===== src/rtl/div_pkg.sv =====
// Shared types and constants for the sequential restoring divider.
//   div_state_t  : control FSM state encoding (IDLE, BUSY, DONE)
//   QuotAllOnes  : wide all-ones pattern; the top slices off N bits to form the
//                  quotient reported for a zero divisor
package div_pkg;

    typedef enum logic [1:0] {
        IDLE,
        BUSY,
        DONE
    } div_state_t;

    localparam logic [63:0] QuotAllOnes = '1;

endpackage


===== src/rtl/trial_subtractor.sv =====
// Combinational W-bit subtractor o_diff = i_a - i_b with borrow-out.
// Per-bit propagate/generate borrow terms mirror the CLA adder datapath.
//   i_a      [W-1:0]  minuend
//   i_b      [W-1:0]  subtrahend
//   o_diff   [W-1:0]  i_a - i_b modulo 2^W
//   o_borrow          1 when i_a < i_b (unsigned)
module trial_subtractor #(
    parameter int unsigned W = 9
) (
    input  logic [W-1:0] i_a,
    input  logic [W-1:0] i_b,
    output logic [W-1:0] o_diff,
    output logic         o_borrow
);

    logic [W-1:0] w_x;  // half-difference a ^ b
    logic [W-1:0] w_p;  // borrow propagates through bit i (a_i == b_i)
    logic [W-1:0] w_g;  // borrow generated at bit i (a_i = 0, b_i = 1)

    for (genvar gi = 0; gi < W; gi++) begin : g_pg
        assign w_x[gi] = i_a[gi] ^ i_b[gi];
        assign w_p[gi] = ~w_x[gi];
        assign w_g[gi] = ~i_a[gi] & i_b[gi];
    end

    // Borrow chain kept in a block-local variable so the carry path is not a
    // self-referencing vector.
    always_comb begin
        logic v_borrow;
        v_borrow = 1'b0;
        o_diff   = '0;
        for (int i = 0; i < W; i++) begin
            o_diff[i] = w_x[i] ^ v_borrow;
            v_borrow  = w_g[i] | (w_p[i] & v_borrow);
        end
        o_borrow = v_borrow;
    end

endmodule


===== src/rtl/seq_restoring_divider.sv =====
// Multi-cycle unsigned N-bit restoring divider, one quotient bit per clock.
//   i_clk, i_rst_n           clock, asynchronous active-low reset
//   i_in_valid / o_in_ready  request handshake; operands sampled on it
//   i_dividend, i_divisor    N-bit unsigned operands
//   o_out_valid / i_out_ready result handshake
//   o_quotient, o_remainder  N-bit results, held until the next result
//   o_div_by_zero            result came from a zero divisor
module seq_restoring_divider
    import div_pkg::*;
#(
    parameter int unsigned N = 8
) (
    input  logic         i_clk,
    input  logic         i_rst_n,
    input  logic         i_in_valid,
    output logic         o_in_ready,
    input  logic [N-1:0] i_dividend,
    input  logic [N-1:0] i_divisor,
    output logic         o_out_valid,
    input  logic         i_out_ready,
    output logic [N-1:0] o_quotient,
    output logic [N-1:0] o_remainder,
    output logic         o_div_by_zero
);

    localparam int unsigned      CntW     = $clog2(N);
    localparam logic [CntW-1:0]  CntInit  = CntW'(N - 1);
    localparam logic [N-1:0]     QuotOnes = QuotAllOnes[N-1:0];

    div_state_t      r_state;
    div_state_t      w_state_d;

    logic [N-1:0]    r_q;         // dividend shifting out, quotient shifting in
    logic [N-1:0]    r_d;         // latched divisor
    logic [N:0]      r_r;         // partial remainder
    logic [CntW-1:0] r_cnt;
    logic            r_in_ready;
    logic            r_out_valid;
    logic [N-1:0]    r_quotient;
    logic [N-1:0]    r_remainder;
    logic            r_div_by_zero;

    logic [N:0]      w_r_shift;
    logic [N:0]      w_trial;
    logic            w_borrow;
    logic [N:0]      w_r_next;
    logic [N-1:0]    w_q_next;
    logic            w_accept;
    logic            w_zero_div;
    logic            w_unused_r_msb;

    // The partial remainder always stays below the divisor, so its top bit is
    // zero entering each iteration and only the low N bits shift up.
    assign w_unused_r_msb = r_r[N];

    assign w_r_shift = {r_r[N-1:0], r_q[N-1]};

    trial_subtractor #(
        .W (N + 1)
    ) u_trial (
        .i_a      (w_r_shift),
        .i_b      ({1'b0, r_d}),
        .o_diff   (w_trial),
        .o_borrow (w_borrow)
    );

    // Restore on borrow: keep the shifted remainder and retire a 0 bit.
    assign w_r_next = w_borrow ? w_r_shift : w_trial;
    assign w_q_next = {r_q[N-2:0], ~w_borrow};

    assign w_accept   = (r_state == IDLE) && i_in_valid;
    assign w_zero_div = (i_divisor == '0);

    always_comb begin
        w_state_d = r_state;
        unique case (r_state)
            IDLE: begin
                if (i_in_valid) begin
                    w_state_d = w_zero_div ? DONE : BUSY;
                end
            end
            BUSY: begin
                if (r_cnt == '0) begin
                    w_state_d = DONE;
                end
            end
            DONE: begin
                if (i_out_ready) begin
                    w_state_d = IDLE;
                end
            end
            default: w_state_d = IDLE;
        endcase
    end

    always_ff @(posedge i_clk or negedge i_rst_n) begin
        if (!i_rst_n) begin
            r_state <= IDLE;
        end else begin
            r_state <= w_state_d;
        end
    end

    // Handshake flags are registered copies of the next state so the ports
    // come straight from flops.
    always_ff @(posedge i_clk or negedge i_rst_n) begin
        if (!i_rst_n) begin
            r_in_ready  <= 1'b1;
            r_out_valid <= 1'b0;
        end else begin
            r_in_ready  <= (w_state_d == IDLE);
            r_out_valid <= (w_state_d == DONE);
        end
    end

    always_ff @(posedge i_clk or negedge i_rst_n) begin
        if (!i_rst_n) begin
            r_q           <= '0;
            r_d           <= '0;
            r_r           <= '0;
            r_cnt         <= '0;
            r_quotient    <= '0;
            r_remainder   <= '0;
            r_div_by_zero <= 1'b0;
        end else if (w_accept) begin
            r_q   <= i_dividend;
            r_d   <= i_divisor;
            r_r   <= '0;
            r_cnt <= CntInit;
            if (w_zero_div) begin
                r_quotient    <= QuotOnes;
                r_remainder   <= i_dividend;
                r_div_by_zero <= 1'b1;
            end
        end else if (r_state == BUSY) begin
            r_q   <= w_q_next;
            r_r   <= w_r_next;
            r_cnt <= r_cnt - CntW'(1);
            if (r_cnt == '0) begin
                r_quotient    <= w_q_next;
                r_remainder   <= w_r_next[N-1:0];
                r_div_by_zero <= 1'b0;
            end
        end
    end

    assign o_in_ready    = r_in_ready;
    assign o_out_valid   = r_out_valid;
    assign o_quotient    = r_quotient;
    assign o_remainder   = r_remainder;
    assign o_div_by_zero = r_div_by_zero;

endmodule


===== config.mk =====
export PLATFORM = sky130hd
export DESIGN_NAME = seq_restoring_divider
export DESIGN_NICKNAME = d
export VERILOG_FILES = /design/src/rtl/div_pkg.sv /design/src/rtl/trial_subtractor.sv /design/src/rtl/seq_restoring_divider.sv
export SDC_FILE = /design/constraint.sdc
export NUM_CORES = 1
export LEC_CHECK = 0
export CORE_MARGIN = 1
export CORE_UTILIZATION = 35
export CTS_CLUSTER_DIAMETER = 120
export DETAILED_ROUTE_END_ITERATION = 8
export PLACE_DENSITY = 0.67
export SLEW_MARGIN = 20
export SYNTH_ARGS = -nofsm -noshare
export SYNTH_HDL_FRONTEND = slang
export SYNTH_HIERARCHICAL = 1
export SYNTH_SLANG_ARGS = --single-unit

===== constraint.sdc =====
create_clock -name i_clk -period 5.7 [get_ports i_clk]
set_input_delay 1.71 -clock i_clk [delete_from_list [all_inputs] [get_ports i_clk]]
set_output_delay 1.71 -clock i_clk [all_outputs]
set_load 0.05 [all_outputs]

---- After elaboration in Yosys (flattened, before gate mapping) ----
Index checks and enable logic that the tools add are counted.
cells by class
  $add $sub $neg .......................... 1
  equality and inequality tests ........... 4
  mux-type cells .......................... 24
  bitwise operators ....................... 55
  reduce and logical (&&, ||, !) cells .... 8
operators with widths
  cell                                                                     number
  8-bit 2-to-1 mux                                                         13
  1-bit inverter                                                           17
  1-bit AND                                                                16
  1-bit XOR                                                                15
  8-bit logical NOT                                                        1
  2-bit 2-to-1 mux                                                         4
  1-bit bitwise OR                                                         7
  3-bit 2-to-1 mux                                                         2
  2-bit case mux with 3 select lines                                       1
  2-bit == test, second input constant                                     2
  2-bit logical NOT                                                        2
  1-bit 2-to-1 mux                                                         4
  2-bit nonzero test                                                       2
  3-bit logical NOT                                                        1
  3-bit AND reduction                                                      1
  3-bit by 1-bit subtractor with 3-bit output, second input constant       1
  2-bit by 1-bit == test with 1-bit output, second input constant          1
  2-bit by 1-bit inequality test with 1-bit output, second input constant  1
  1-bit logical AND                                                        1
storage, ports and cells
  register bits after elaboration ......... 48
  bits of input ports ..................... 20
  logic and storage cells ................. 102

---- Longest topological paths before layout ----
  depth in word-level cells ............... 21
  depth in mapped cells ................... 18

---- By module ----
Netlist, hierarchy kept.
by module, submodules not included
  module                 instances  cells an instance  area an instance (sq um)  sequential area each (sq um)
  seq_restoring_divider  1          205                2095.8                    1202.4
  trial_subtractor       1          29                 247.7                     0.0

---- Worst setup path after synthesis ----
Ideal clock, no wire load.
  path kind ............................... register to register
  start point ............................. register r_q[7]
  end point ............................... register r_remainder[7], in the netlist o_remainder[7]
  setup time .............................. 0.128 ns
  arrival time ............................ 4.121 ns
  path slack .............................. 1.451 ns
  stages on the path, launching flop included .. 19
  path buffers ............................ 1
  clock period less this slack ............ 4.249 ns
  path through ............................ dfrtp_1 > inv_1 > ha_1 > inv_1 > fa_1 > inv_1 > fa_1 > fa_1 > fa_1 > fa_1 > fa_1 > fa_1 > inv_1 > fa_1 > inv_1 > clkbuf_1 > mux2i_1 > a21oi_1 > mux2_1
between the ends
  cells in the longest elaborated chain, start to end .. 21
ends and longest elaborated chain
  element                 RTL line                      source
  start, declared         seq_restoring_divider.sv:33   logic [N-1:0] r_q;
  start signal, assigned  seq_restoring_divider.sv:126  r_q <= i_dividend;
  start signal, assigned  seq_restoring_divider.sv:136  r_q <= w_q_next;
  1-bit inverter          trial_subtractor.sv:23        assign w_g[gi] = ~i_a[gi] & i_b[gi];
  1-bit AND               trial_subtractor.sv:23
  1-bit AND               trial_subtractor.sv:34        v_borrow = w_g[i] | (w_p[i] & v_borrow);
  1-bit bitwise OR        trial_subtractor.sv:34
  1-bit AND               trial_subtractor.sv:34
  1-bit bitwise OR        trial_subtractor.sv:34
  1-bit AND               trial_subtractor.sv:34
  1-bit bitwise OR        trial_subtractor.sv:34
  [6 not listed]          n/a
  1-bit AND               trial_subtractor.sv:34
  1-bit bitwise OR        trial_subtractor.sv:34
  1-bit AND               trial_subtractor.sv:34
  via w_borrow            seq_restoring_divider.sv:45   logic w_borrow;
  8-bit 2-to-1 mux        seq_restoring_divider.sv:68   assign w_r_next = w_borrow ? w_r_shift : w_trial;
  8-bit 2-to-1 mux        seq_restoring_divider.sv:139  if (r_cnt == '0) begin
  8-bit 2-to-1 mux        seq_restoring_divider.sv:135  end else if (r_state == BUSY) begin
  8-bit 2-to-1 mux        seq_restoring_divider.sv:125  end else if (w_accept) begin
  end signal, assigned    seq_restoring_divider.sv:132  r_remainder <= i_dividend;
  end signal, assigned    seq_restoring_divider.sv:141  r_remainder <= w_r_next[N-1:0];
  end, declared           seq_restoring_divider.sv:40   logic [N-1:0] r_remainder;
The timed path passes the listed nets, and every way through them passes these cells. The select of a mux whose other input is x is not followed.
A chain may end at the register's enable or synchronous reset.

---- Worst setup path in the final report ----
  start point ............................. register r_q[7]
  end point ............................... register r_remainder[1], in the netlist o_remainder[1]
Same word-level chain as after synthesis.

==> impl_metrics.tcl <==
set metrics [dict create \
    finClkSkew_ns 0.00417 \
    post_cts_resize_count 0 \
    num_vias 1755 \
    initialDrtViolationCount 136 \
    area_growth_pct 23.5 \
    drc 0 \
    viasPerCell 5.03 \
    grt_overflow_total 0 \
    p_sw_share_pct 44.9 \
    grt_pass1_vias 1761 \
    critical_path_class "flip-flop to flip-flop" \
    setup_viol 0 \
    synthArstFlopShare_pct 100 \
    arrival_ns 4.79 \
    postLayoutCoreUtil_pct 45.1 \
    design.core.area_mm2 0.00642 \
    multi_input_area_um2 988 \
    power_per_cell_area_mw_per_mm2 637 \
    gp_congestion 0.811 \
    die-area_mm2 0.00703 \
    place_area_mm2 0.00278 \
    p_leak_nw 1.35 \
    p_int_w 0.00101 \
    synth_edf_count 0 \
    pwr-share-comb_pct 52.9 \
    synth_cells 234 \
    critPathBufInv 5 \
    gr-usage-all-layers_pct 15.8 \
    nFillCells 602 \
    seq_power_share_pct 33.7 \
    pwr-share-clk_pct 13.5 \
    worst_hold_slack_ns 0.495 \
    yosysWarnings 6 \
    tightest_slew_ns 0.852 \
    status "completed" \
    clkSlewWorstSetupHoldPaths_ns 0.09 \
    ant_nets 0 \
    dpl.hpwl_um 3630 \
    routed_wirelength_um 5050 \
    synth.top_cells.by_count "47 x dfrtp_1, 47 x nand2_1, 24 x inv_1, 18 x nor2_1, 14 x o21ai_0" \
    cts_setup_buffers 0 \
    clock-sinks 48 \
    wl_per_cell_um 14.5 \
    diodes 0 \
    peakVddDrop_v 0.000353 \
    numPortBuffers 38 \
    max_freq_ghz 0.217 \
    syn_area_mm2 0.00234 \
    netlist.area_leader.share_pct 50.2 \
    h-tree-depth 2 \
    die_w_um 83.8 \
    yosysTopAreaCell "dfrtp_1" \
    dominantRegCellSynth "dfrtp_1" \
    power_w 0.00184 \
    syn_nets 265 \
    p_switching_w 0.000828 \
    hold_buffers 0 \
    max_cap_viol_count 0 \
    synth_area_per_cell_um2 10.0 \
    netlist_top_cells_area "dfrtp_1 50%, nand2_1 7.5%, fa_1 6.8%" \
    seq_area_frac_synth_pct 51.3 \
    slew_viol_final 0 \
    ys_ff_latch 48 \
    cp_max_fo 10 \
    cts_tree "yes" \
    grt_pass1_wl_um 8690 \
    cts_buffers 5 \
    clk_latency_ns 0.30 \
    clockRootBuffer "clkbuf_8" \
    period_minus_slack_ns 4.60 \
    slowest_delay_ns 0.43 \
    initial_utilization_pct 36.5 \
    cp_cell_sequence "inv_1 > ha_1 > inv_1 > fa_1 > inv_1 > fa_1 > fa_1 > fa_1 > fa_1 > fa_1 > fa_1 > inv_1 > fa_1 > inv_1 > mux2i_1 > a21oi_1 > mux2_2" \
    relSlewSlack_pct 43.0 \
    cp_data_required_time_ns 5.89 \
    antenna_found_initial 0 \
    clk_path_buf_depth 2 \
    rsz0062_at_grt "no" \
    path_common_cell "fa_1" \
    die_h_um 83.8 \
    regArea_mm2 0.00120 \
    critical_path.top_delay_family "adder cells" \
    end_kind "flip-flop" \
    reg2reg_slack_ns 1.10 \
    fin_setup_tns_ns 0 \
    start_kind "flip-flop" \
    fin_crit_sh_pct 80.7 \
    drive_gt1_share_pct 8.09 \
    ys_types 32 \
    fin_area_mm2 0.00289 \
    grt_max_degree 49 \
    io_pins 39 \
    rows 29 \
    cpMaxStageDelayCell "fa_1" \
    firstDrtPassIters 4 \
    fin_nets 302 \
    hold_violations 0 \
    hold_class "flip-flop to flip-flop" \
]
[registers in the layout, indices dropped and copies added (netlist names), 2 cells and up]
register     cells
r_r              8
r_d              8
r_q              8
o_quotient       8
o_remainder      8
r_state          2
r_cnt            3
[cells by family after synthesis]
kind of cell / after synthesis / share of synthesized area [%]
AND/OR/NAND/NOR: 77 / 14.2
flip-flops: 48 / 51.3
AO/OA/AOI/OAI: 46 / 12.1
buffers and inverters: 35 / 6.51
multiplexers: 16 / 7.26
adder cells (fa/ha/maj): 11 / 8.44
other: 1 / 0.160
[cells in the final DEF, fill, tap and decap left out, drive strengths merged, types with 3 or more instances in the layout]
master,Yosys,routed
clkdlybuf4s50,0,37
nor2b,3,3
mux2i,8,8
o21ai,14,14
ha,3,3
nor2,18,18
dfrtp,47,47
clkbuf,7,5
inv,24,24
nand2,48,48
o22a,6,6
mux2,8,8
buf,4,4
a21oi,10,10
a31oi,7,7
a21o,3,3
fa,8,8
[final cells by class]
class,instances,area share (%)
flip-flops and latches,48,41.5
clock inverters,3,1.64
clock buffers,5,2.38
well taps,77,3.33
repair buffers,41,13.8
inverters,24,3.11
multi-input cells,151,34.2
[power groups by stage]
stage	clock network [W]	registers [W]	logic, W
after floorplan	0	0.000806	0.000499
after global placement	0	0.000624	0.000946
after detailed placement	0	0.000628	0.000971
after CTS	0.000257	0.000621	0.000982
after global routing	0.000269	0.000643	0.00108
final	0.000248	0.000620	0.000974
[through the flow]
stage / cells / setup WS (ns)
2_1_floorplan: 234 / 1.45
3_3_place_gp: 341 / 1.31
3_5_place_dp: 341 / 1.16
4_1_cts: 349 / 1.11
5_1_grt: 349 / 0.873
6_report: 349 / 1.10
[worst reg2reg max path: stages (launching register included)]
cell and delay (ns):
dfrtp_1 0.39, inv_1 0.06, ha_1 0.19, inv_1 0.06, fa_1 0.15, inv_1 0.05
fa_1 0.37, fa_1 0.40, fa_1 0.43, fa_1 0.43, fa_1 0.40, fa_1 0.37
inv_1 0.08, fa_1 0.16, inv_1 0.21, mux2i_1 0.32, a21oi_1 0.15, mux2_2 0.28
[metal layers]
metal | track usage [%] | up-vias | share of wire [%]
li1 | - | 839 | -
met1 | 21.4 | 855 | 48
met2 | 25.6 | 54 | 47
met3 | 3.66 | 7 | 4.4
met4 | 3.76 | 0 | 1.2
met5 | 0 | - | 0
[worst paths after layout]
path	to	cells past startpoint	startpoint
worst max-delay path	o_remainder[1]	17	r_q[7]
worst min-delay path	o_quotient[0]	1	o_quotient[0]
worst max register to register	o_remainder[1]	17	r_q[7]
worst min register to register	o_quotient[0]	1	o_quotient[0]
max in group asynchronous	r_r[3]	1	i_rst_n
min in group asynchronous	o_remainder[3]	1	i_rst_n
Power figures use the tool's default switching activity.
